$ cat config.mk
export PLATFORM = sky130hd
export DESIGN_NAME = decoder_nx_seq
export DESIGN_NICKNAME = d
export VERILOG_FILES = /design/src/rtl/decoder_nx_seq.sv
export SDC_FILE = /design/constraint.sdc
export NUM_CORES = 1
export LEC_CHECK = 0
export CAP_MARGIN = 20
export CORE_MARGIN = 8
export CORE_UTILIZATION = 35
export DETAILED_ROUTE_END_ITERATION = 6
export PLACE_DENSITY_LB_ADDON = 0.05
export SLEW_MARGIN = 20
export SYNTH_ARGS = -nofsm -noshare
export SYNTH_HDL_FRONTEND = slang
export SYNTH_SLANG_ARGS = --single-unit
$ cat constraint.sdc
create_clock -name clk -period 1.9 [get_ports clk]
set_input_delay 0.57 -clock clk [delete_from_list [all_inputs] [get_ports clk]]
set_output_delay 0.57 -clock clk [all_outputs]
set_load 0.02 [all_outputs]
$ cat src/rtl/decoder_nx_seq.sv
// Registered N-to-2^N one-hot decoder with enable, load strobe and an auto-sweep mode.
// A dwell counter holds each swept position for DWELL cycles and flags the wrap to index 0.
module decoder_nx_seq #(
    parameter int SEL_W      = 2,
    parameter bit ACTIVE_LOW = 1'b0,
    parameter int DWELL      = 1,
    localparam int OUT_W     = 1 << SEL_W
) (
    input  logic             clk,
    input  logic             rst_n,
    input  logic             en,
    input  logic             mode,
    input  logic             load,
    input  logic [SEL_W-1:0] S,
    output logic [OUT_W-1:0] Y,
    output logic             Y_valid,
    output logic             wrap,
    output logic             busy
);

    typedef enum logic [1:0] {
        ST_IDLE   = 2'd0,
        ST_DIRECT = 2'd1,
        ST_SWEEP  = 2'd2
    } state_t;

    localparam logic [OUT_W-1:0] Y_INACTIVE = {OUT_W{ACTIVE_LOW}};
    localparam logic [7:0]       DWELL_LAST = 8'(DWELL - 1);
    localparam logic [SEL_W-1:0] IDX_LAST   = SEL_W'(OUT_W - 1);

    state_t             state_q, state_d;
    logic [SEL_W-1:0]   idx_q, idx_d;
    logic [7:0]         dcnt_q, dcnt_d;
    logic [OUT_W-1:0]   y_q, y_d;
    logic               y_valid_q, y_valid_d;
    logic               wrap_q, wrap_d;
    logic               busy_q, busy_d;
    logic [SEL_W-1:0]   idx_step;

    // XOR with the inactive pattern flips the whole vector for active-low outputs.
    function automatic logic [OUT_W-1:0] onehot(input logic [SEL_W-1:0] i);
        logic [OUT_W-1:0] v;
        v    = '0;
        v[i] = 1'b1;
        return v ^ Y_INACTIVE;
    endfunction

    assign idx_step = idx_q + SEL_W'(1);

    always_comb begin
        state_d   = state_q;
        idx_d     = idx_q;
        dcnt_d    = dcnt_q;
        y_d       = y_q;
        y_valid_d = y_valid_q;
        wrap_d    = 1'b0;
        busy_d    = 1'b0;

        if (!en) begin
            state_d   = ST_IDLE;
            idx_d     = '0;
            dcnt_d    = '0;
            y_d       = Y_INACTIVE;
            y_valid_d = 1'b0;
        end else if (mode && state_q != ST_SWEEP) begin
            // Sweep entry starts from the present S; a simultaneous load is ignored.
            state_d   = ST_SWEEP;
            idx_d     = S;
            dcnt_d    = '0;
            y_d       = onehot(S);
            y_valid_d = 1'b1;
            busy_d    = 1'b1;
        end else begin
            case (state_q)
                ST_IDLE, ST_DIRECT: begin
                    state_d = ST_DIRECT;
                    dcnt_d  = '0;
                    if (load) begin
                        idx_d     = S;
                        y_d       = onehot(S);
                        y_valid_d = 1'b1;
                    end
                end
                ST_SWEEP: begin
                    if (mode) begin
                        busy_d    = 1'b1;
                        y_valid_d = 1'b1;
                        if (dcnt_q == DWELL_LAST) begin
                            dcnt_d = '0;
                            idx_d  = idx_step;
                            wrap_d = (idx_q == IDX_LAST);
                        end else begin
                            dcnt_d = dcnt_q + 8'd1;
                        end
                        y_d = onehot(idx_d);
                    end else begin
                        // Leaving sweep keeps the last position visible and valid.
                        state_d = ST_DIRECT;
                        dcnt_d  = '0;
                    end
                end
                default: begin
                    state_d   = ST_IDLE;
                    idx_d     = '0;
                    dcnt_d    = '0;
                    y_d       = Y_INACTIVE;
                    y_valid_d = 1'b0;
                end
            endcase
        end
    end

    always_ff @(posedge clk or negedge rst_n) begin
        if (!rst_n) begin
            state_q   <= ST_IDLE;
            idx_q     <= '0;
            dcnt_q    <= '0;
            y_q       <= Y_INACTIVE;
            y_valid_q <= 1'b0;
            wrap_q    <= 1'b0;
            busy_q    <= 1'b0;
        end else begin
            state_q   <= state_d;
            idx_q     <= idx_d;
            dcnt_q    <= dcnt_d;
            y_q       <= y_d;
            y_valid_q <= y_valid_d;
            wrap_q    <= wrap_d;
            busy_q    <= busy_d;
        end
    end

    assign Y       = y_q;
    assign Y_valid = y_valid_q;
    assign wrap    = wrap_q;
    assign busy    = busy_q;

`ifndef SYNTHESIS
    a_inactive_when_invalid : assert property (@(posedge clk) disable iff (!rst_n)
        y_valid_q || (y_q == Y_INACTIVE));
    a_onehot_when_valid : assert property (@(posedge clk) disable iff (!rst_n)
        !y_valid_q || $onehot(y_q ^ Y_INACTIVE));
`endif

endmodule

Yosys cells after proc, flatten, opt, wreduce, memory -nomap -nowiden
Index checks and enable logic that the tools add are counted.

Output and inout bits: 7. Register bits after elaboration: 19.

Eq/ne operators: 7. Multiplexer cells: 42. Add/subtract/negate cells: 2. Reductions and logical operators: 7. $lt $le $gt $ge: 4.

Operators with widths (number): $mux 8 (5); $mux 2 (12); $mux 4 (4); $mux 1 (15); $ne 4x4->1 const B (3); $add 8x1->8 const B (1); $logic_not 8->1 (1); $pmux 2 s2 (2); $pmux 4 s2 (1); $lt 2x3->1 const B (2); $demux 1 s2 (2); $eq 2x2->1 const B (2); $ge 2x1->1 const B (2); $logic_and 1x1->1 (3); $add 2x1->2 const B (1); $eq 2x1->1 const B (1); $logic_not 2->1 (1); $ne 2x2->1 const B (1); $pmux 1 s2 (1); $reduce_and 2->1 (1); $reduce_or 2->1 (1).

Logic depth before layout (Yosys ltp)
Gate-level depths: netlist of the first run.

Word-level depth: 14. Mapped depth: 6.

Worst setup path after synthesis of the first run
OpenSTA, ideal clock, no wires.

Path kind: reg2reg. Start point: reg dcnt_q[0]. End point: reg y_q[1], in the netlist Y[1]. Path buffers: 0. Arrival: 1.518 ns. Cell stages (with the launch flop): 7. Path slack: 0.256 ns. Clock period less this slack: 1.644 ns. Data required time: 1.774 ns. Library setup time: 0.126 ns. Cells stage by stage: dfrtp_1 -> inv_1 -> ha_1 -> nor4b_4 -> nand2_2 -> mux2_1 -> a221o_1.

Word-level cells in the longest chain between the ends: 14. Elaborated cells between the ends (all ways): 15. Those cells by class: order compare: 2; mux: 11; reduce/logical: 2.

Ends and longest elaborated chain: start, declared (line 33) `logic [7:0] dcnt_q, dcnt_d;`; start signal, assigned (line 125) `dcnt_q <= dcnt_d;`; $logic_not 8->1 (*) (line 88) `if (dcnt_q == DWELL_LAST) begin`; $mux 2 (*) (line 88); $mux 2 (*) (line 85) `if (mode) begin`; $mux 2 (*) (line 74) `case (state_q)`; $mux 2 (*) (line 65) `end else if (mode && state_q != ST_SWEEP) begin`; $mux 2 (*) (line 59) `if (!en) begin`; $lt 2x3->1 (implied by the code) or $ge 2x1->1 (tied branches) (line 44) `v[i] = 1'b1;`; $logic_and 1x1->1 (implied by the code) (line 44); $mux 1 (implied by the code) (line 44); $demux 1 s2 (*) (line 44); $mux 4 (*) (line 85); $pmux 4 s2 (*) (line 74); $mux 4 (*) (line 65); $mux 4 (*) (line 59); end signal, assigned (line 126) `y_q <= y_d;`; end, declared (line 34) `logic [OUT_W-1:0] y_q, y_d;`.

Every way passes the cells marked *; elsewhere a longest branch is shown, timed or not. The select of a mux whose other input is x is not followed. A chain may end at the register's enable or synchronous reset.

Worst setup path in the final report of the first run
Start point: in en. End point: reg y_q[0], in the netlist Y[0].

Word-level cells in the longest chain between the ends: 2. Elaborated cells between the ends (all ways): 4. Those cells by class: eq/ne: 2; mux: 1; reduce/logical: 1.

Ends and longest elaborated chain: start, declared (line 11) `input logic en,`; $ne 4x4->1 (no line); $reduce_and 2->1 (no line).

Several ways; a longest one is shown, not always the timed one.

==> metrics.md, run 1 <==
| Metric | Value |
|---|---|
| Post-Synthesis Cells | 103 |
| Worst-skew pair later-pin latency | 310 ps |
| Fin Clk Skew | 12.1 ps |
| Most common cell after layout, fill and taps aside | dfrtp_1 |
| Status | finished, final reports clean |
| Power Density | 575 nW/um^2 |
| CP top delay family | buffers and inverters |
| Starting Density | 37.4% |
| CTS tree | done |
| Share of cells above drive strength 1 | 20.9% |
| Nets | 145 |
| Maximum vdd drop | 0.333 mV |
| Area contributors post-synth | dfrtp_1 (46%), nor2_1 (4.0%), ha_1 (3.6%) |
| Initial DRC Count | 39 |
| Hold buffer count at cts | 0 |
| Least-Margin Pin Slew | 471 ps |
| Final wirelength | 2.35 mm |
| # DRC | 0 |
| Port-buffer cells | 13 |
| Post-DP HPWL | 1.81 mm |
| Final setup viols | 0 |
| Crit path arrival time | 2020 ps |
| IO Pins | 14 |
| Slew Viols, Final | 0 |
| H-tree levels | 1 |
| Die height | 70.5 um |
| Post-synth top area cell | dfrtp_1 |
| Core Rows | 19 |
| GRT Util Overall | 10.3% |
| Crit Path Category | in -> reg |
| Vias per inst | 5.25 |
| Worst-path cell chain | clkdlybuf4s50_1, inv_1, a2111oi_4, buf_4, nor2b_2, a311oi_2 |
| Largest net degree at the start of global routing | 20 |
| Setup WS pre-CTS | -271 ps |
| Vias in the first global route | 949 |
| Max clock buf depth | 2 |
| CP Launch Type | primary input |
| Post-synthesis sequential area ratio | 45.7% |
| PnR worst setup slack | 70.9 ps |
| Syn Std Cell Area | 1040 um^2 |
| TritonCTS buffer count | 3 |
| Initial antenna violation count | 0 |
| Routed Antenna Nets | 0 |
| Worst Path Buf+Inv | 3 |
| Die area | 4980 um^2 |
| Leading cell types in the layout, fill and taps excluded | dfrtp_1 (19), buf_4 (15), nor2_1 (11) |
| Max-Cap Viols | 0 |
| Fin. Hold Viols | 0 |
| Mean area per synthesized cell | 10.1 um^2 |
| Placer Congestion | 0.845 |
| Register bit total from synthesis | 19 |
| Clock root buffer | clkbuf_4 |
| # diodes | 0 |
| RSZ-0062 raised after global routing | no |
| Period utilization | 96.3% |
| Syn_nets | 113 |
| Fillcell total | 279 |
| Unique cell type count in the Yosys netlist | 36 |
| Worst path required time | 2090 ps |
| Slowest-stage cell, CP | a2111oi_4 |
| Post-synth top area share | 45.7% |
| Crit path largest cell delay | 500 ps |
| First-pass GRT wire length | 4.32 mm |
| Final Critical Period | 1830 ps |
| Fin Hold WS | 488 ps |
| DRT Pass-1 Iters | 4 |
| Layout area overhead | 31.4% |
| Setup repair bufs after CTS | 0 |
| GRT Residual Overflow | 0 |
| Core area | 2780 um^2 |
| Die W | 70.5 um |
| Slew headroom | 68.6% |
| LEAKAGE | 0.000681 uW |
| Hold Path Class | reg -> reg |
| Via count | 867 |
| WL/cell | 14.2 um |
| Yosys warns | 0 |
| Max FO, Critical Path | 6 |
| Reg clk slew, reported paths | 120 ps |
| Clock Sinks | 19 |
| Critical path endpoint category | register |
| FMAX | 0.547 GHz |
cell usage after synthesis:
library cell,number
o21ai_0,2
nand3b_1,2
and2_1,4
nand3_1,4
dfrtp_1,19
nor2b_1,3
nand2_1,10
nand4_1,1
a31oi_1,1
or3_1,1
xnor2_1,2
and3_1,2
ha_1,3
nor3b_1,1
nor3b_2,1
xor2_1,4
a21oi_1,3
a311oi_1,1
nand2b_1,4
clkbuf_1,1
a31o_2,1
nor2_1,11
a2111oi_4,1
nor3_1,2
mux2_2,2
inv_1,5
nor4b_4,1
a221o_1,2
a211oi_1,1
nand2_2,1
o2bb2ai_1,1
o31ai_1,1
o21bai_1,1
a22oi_1,2
mux2_1,1
a32oi_1,1
report_power, final:
group,switching (uW),total [uW],leakage (uW),internal [uW]
registers,14.3,432,0.000257,418
logic,69.0,139,0.000406,69.7
clock network,136,215,0.0000177,78.5
cells by family (layout without fill, tap and decap cells):
| logic type | count (synthesis) | after routing | share of synthesized area, % |
|---|---|---|---|
| xor gates and xnor gates | 6 | 6 | 5.05 |
| adders and majority gates | 3 | 3 | 3.61 |
| muxes | 3 | 3 | 3.24 |
| and+or+nand+nor | 48 | 48 | 25.7 |
| AOI/OAI and AO/OA | 18 | 18 | 14.5 |
| buffers and inverters | 6 | 37 | 2.16 |
| DFF | 19 | 19 | 45.7 |
what timing repair did:
item / CTS / global route
endpoints found under the setup margin: 0 / 7
gates resized for setup: 0 / 8
hold endpoints to repair: 0 / 0
layout make-up:
cell class              instances  area, um^2  area share (%)
multi-input cells              78         552            40.3
flip-flops and latches         19         475            34.8
repair buffers                 28         255            18.7
well taps                      31        38.8            2.84
clock buffers                   3        22.5            1.65
inverters                       5        18.8            1.37
clock inverters                 1        5.00           0.366
routing by layer:
| metal | track usage [%] | up-vias | wire (um) |
|---|---|---|---|
| met5 | 0 | - | 0 |
| met4 | 3.94 | 0 | 20 |
| met3 | 2.37 | 2 | 63 |
| met2 | 17.2 | 11 | 1200 |
| met1 | 12.6 | 426 | 1070 |
| li1 | - | 428 | - |
state kept, by name, summed over array words and instances (netlist names):
register  cells
Y             4
Y_valid       1
state_q       2
dcnt_q        8
wrap          1
busy          1
idx_q         2
per-stage QoR:
stage	cell area [um^2]	util, %	TNS (ps)	instances	total power, uW
after floorplan	1040	-	0	103	502
after global placement	1320	47.4	-1030	161	580
after detailed placement	1320	47.4	-1130	161	580
after CTS	1350	48.4	0	165	796
after global routing	1370	49.2	0	165	826
final	1370	49.2	0	165	786
tightest hold or removal path: stages (launching register included):
cell and delay [ps]:
dfrtp_1 360, nand2_1 50, nand2_1 50
final timing paths:
path	from	to	slack [ps]	cells after the start
worst max-delay path	en	Y[0]	70	6
worst min-delay path	Y_valid	Y_valid	490	2
worst max register to register	dcnt_q[1]	Y[1]	110	6
worst min register to register	Y_valid	Y_valid	490	2
max in group asynchronous	rst_n	state_q[1]	1110	2
min in group asynchronous	rst_n	dcnt_q[0]	580	2
(Power assumes the default switching activity.)
==> inputs of run 2 (changes only) <==
Settings changed: ABC_CLOCK_PERIOD_IN_PS set to 1900, HOLD_SLACK_MARGIN set to 0.12, SLEW_MARGIN 20 to 5.
==> results of run 2 <==
No change in the layout: final DEF, timing and power equal those of run 1.
==> inputs of run 3 (changes only) <==
Settings changed: ABC_CLOCK_PERIOD_IN_PS 1900 to 2000.
Clock period 1.9 ns to 2 ns, I/O delays scaled along.
==> metrics.md, run 3 (same netlist as run 1, synthesis figures left out) <==
| Metric | Value |
|---|---|
| Status | finished, final reports clean |
| GRT Util Overall | 9.74% (-0.58 points) |
| Worst R2R Path Depth | 6 (unchanged) |
| Die W | 70.5 um (unchanged) |
| Post-route cell area | 1320 um^2 (-3.3%) |
| Max FO, Critical Path | 5 (-1) |
| FMAX | 0.525 GHz |
| Placer Congestion | 0.852 (+0.85%) |
| Leading cell types in the layout, fill and taps excluded | dfrtp_1 (19), clkdlybuf4s50_1 (13), buf_4 (12) |
| Most common cell after layout, fill and taps aside | dfrtp_1 |
| CTS tree | done |
| Reg clk slew, reported paths | 110 ps (about the same) |
| Most flops, register | dcnt_q |
| Layout area overhead | 27.0% |
| Final Critical Period | 1900 ps |
| Nets | 142 (-2.1%) |
| # DRC | 0 (unchanged) |
| Initial DRC Count | 25 (-36%) |
| DRT Pass-1 Iters | 4 (unchanged) |
| Maximum vdd drop | 0.310 mV (-6.8%) |
| Largest register FFs | 8 (unchanged) |
| CP Launch Type | primary input |
| Via count | 844 (-2.7%) |
| Core area | 2780 um^2 (unchanged) |
| Worst path required time | 2200 ps (+110 ps) |
| Period utilization | 95.2% |
| Largest net degree at the start of global routing | 20 (unchanged) |
| # diodes | 0 (unchanged) |
| Max-Cap Viols | 0 (unchanged) |
| RSZ-0062 raised after global routing | no |
| Slew Viols, Final | 0 (unchanged) |
| Core Rows | 19 (unchanged) |
| Hold buffer count at cts | 0 (unchanged) |
| H-tree levels | 1 (unchanged) |
| Max clock buf depth | 2 (unchanged) |
| Worst-skew pair later-pin latency | 300 ps (about the same) |
| Placed Instances | 158 (-1.9%) |
| Post-DP HPWL | 1.81 mm (+0.25%) |
| Crit Path Category | in -> reg |
| LEAKAGE | 0.000584 uW (-14%) |
| Post-CTS sizing | 0 (unchanged) |
| Final wirelength | 2.32 mm (-1.3%) |
| Dpl cell area | 1300 um^2 (-1.7%) |
| Hold Crit Depth | 2 (unchanged) |
| Die area | 4980 um^2 (unchanged) |
| Critical path endpoint category | register |
| Hold Path Class | reg -> reg |
| GRT Residual Overflow | 0 (unchanged) |
| Die height | 70.5 um (unchanged) |
| Least-Margin Pin Slew | 458 ps (-12.8 ps) |
| TritonCTS buffer count | 3 (unchanged) |
| Post-layout util | 47.5% (-1.6 points) |
| Power Density | 557 nW/um^2 (-3.1%) |
| Routed Antenna Nets | 0 (unchanged) |
| IO Pins | 14 (unchanged) |
| Clock root buffer | clkbuf_4 |
| First-pass GRT wire length | 4.03 mm (-6.7%) |
| Share of cells above drive strength 1 | 16.8% (-4.1 points) |
| Initial antenna violation count | 0 (unchanged) |
| Fin Clk Skew | 9.37 ps (-2.77 ps) |
| Vias per inst | 5.21 (-0.85%) |
| Final setup viols | 0 (unchanged) |
| Fin. Hold Viols | 0 (unchanged) |
| Setup repair bufs after CTS | 0 (unchanged) |
| Clock Sinks | 19 (unchanged) |
| Starting Density | 37.4% (unchanged) |
| Finished Layout Cells | 162 (-1.8%) |
| Power Total | 737 uW (-6.3%) |
| Crit path arrival time | 2100 ps (+80 ps) |
| Setup TNS | 0 ps (unchanged) |
| Vias in the first global route | 880 (-7.3%) |
| WL/cell | 14.3 um (+0.55%) |
| Slew headroom | 69.2% (+0.53 points) |
| Port-buffer cells | 13 (unchanged) |
==> run 3: power by group <==
group | internal, uW | switching (uW)
registers | 397 | 13.3
clock network | 77.6 | 119
logic | 65.3 | 64.1
total | 540 | 197
==> run 3: path summary, 6_finish.rpt <==
kind,slack (ps),endpoint,from
worst max-delay path,100,Y[1],mode
worst min-delay path,490,Y_valid,Y_valid
worst max register to register,140,Y[1],dcnt_q[0]
worst min register to register,490,Y_valid,Y_valid
max in group asynchronous,1170,state_q[1],rst_n
min in group asynchronous,620,dcnt_q[1],rst_n
==> run 3: layer usage <==
metal  vias up  track usage [%]  share of wire, %
met4         0             3.94               1.3
met3         4             2.37               2.9
met5         -                0                 0
met1       407             11.5                46
li1        424                -                 -
met2         9             16.5                50
==> run 3: area by class of cell <==
class                           instances  area [um^2]
Sequential cell                        19          475
Timing Repair Buffer                   25          220
Inverter                                5         18.8
Tap cell                               31         38.8
Multi-Input combinational cell         78          543
Fill cell                             265         1460
Clock buffer                            4         26.3
==> run 3: worst max-delay path: stages <==
cell             delay [ps]
clkdlybuf4s50_1         500
buf_4                   180
o21ai_0                 390
a31oi_1                  90
a221o_1                 330
==> run 3: metrics by stage <==
step	setup WS (ps)	hold WS [ps]
after floorplan	350	304
after global placement	-125	459
after detailed placement	-235	464
after CTS	92.4	496
after global routing	1.15	542
final	95.4	489
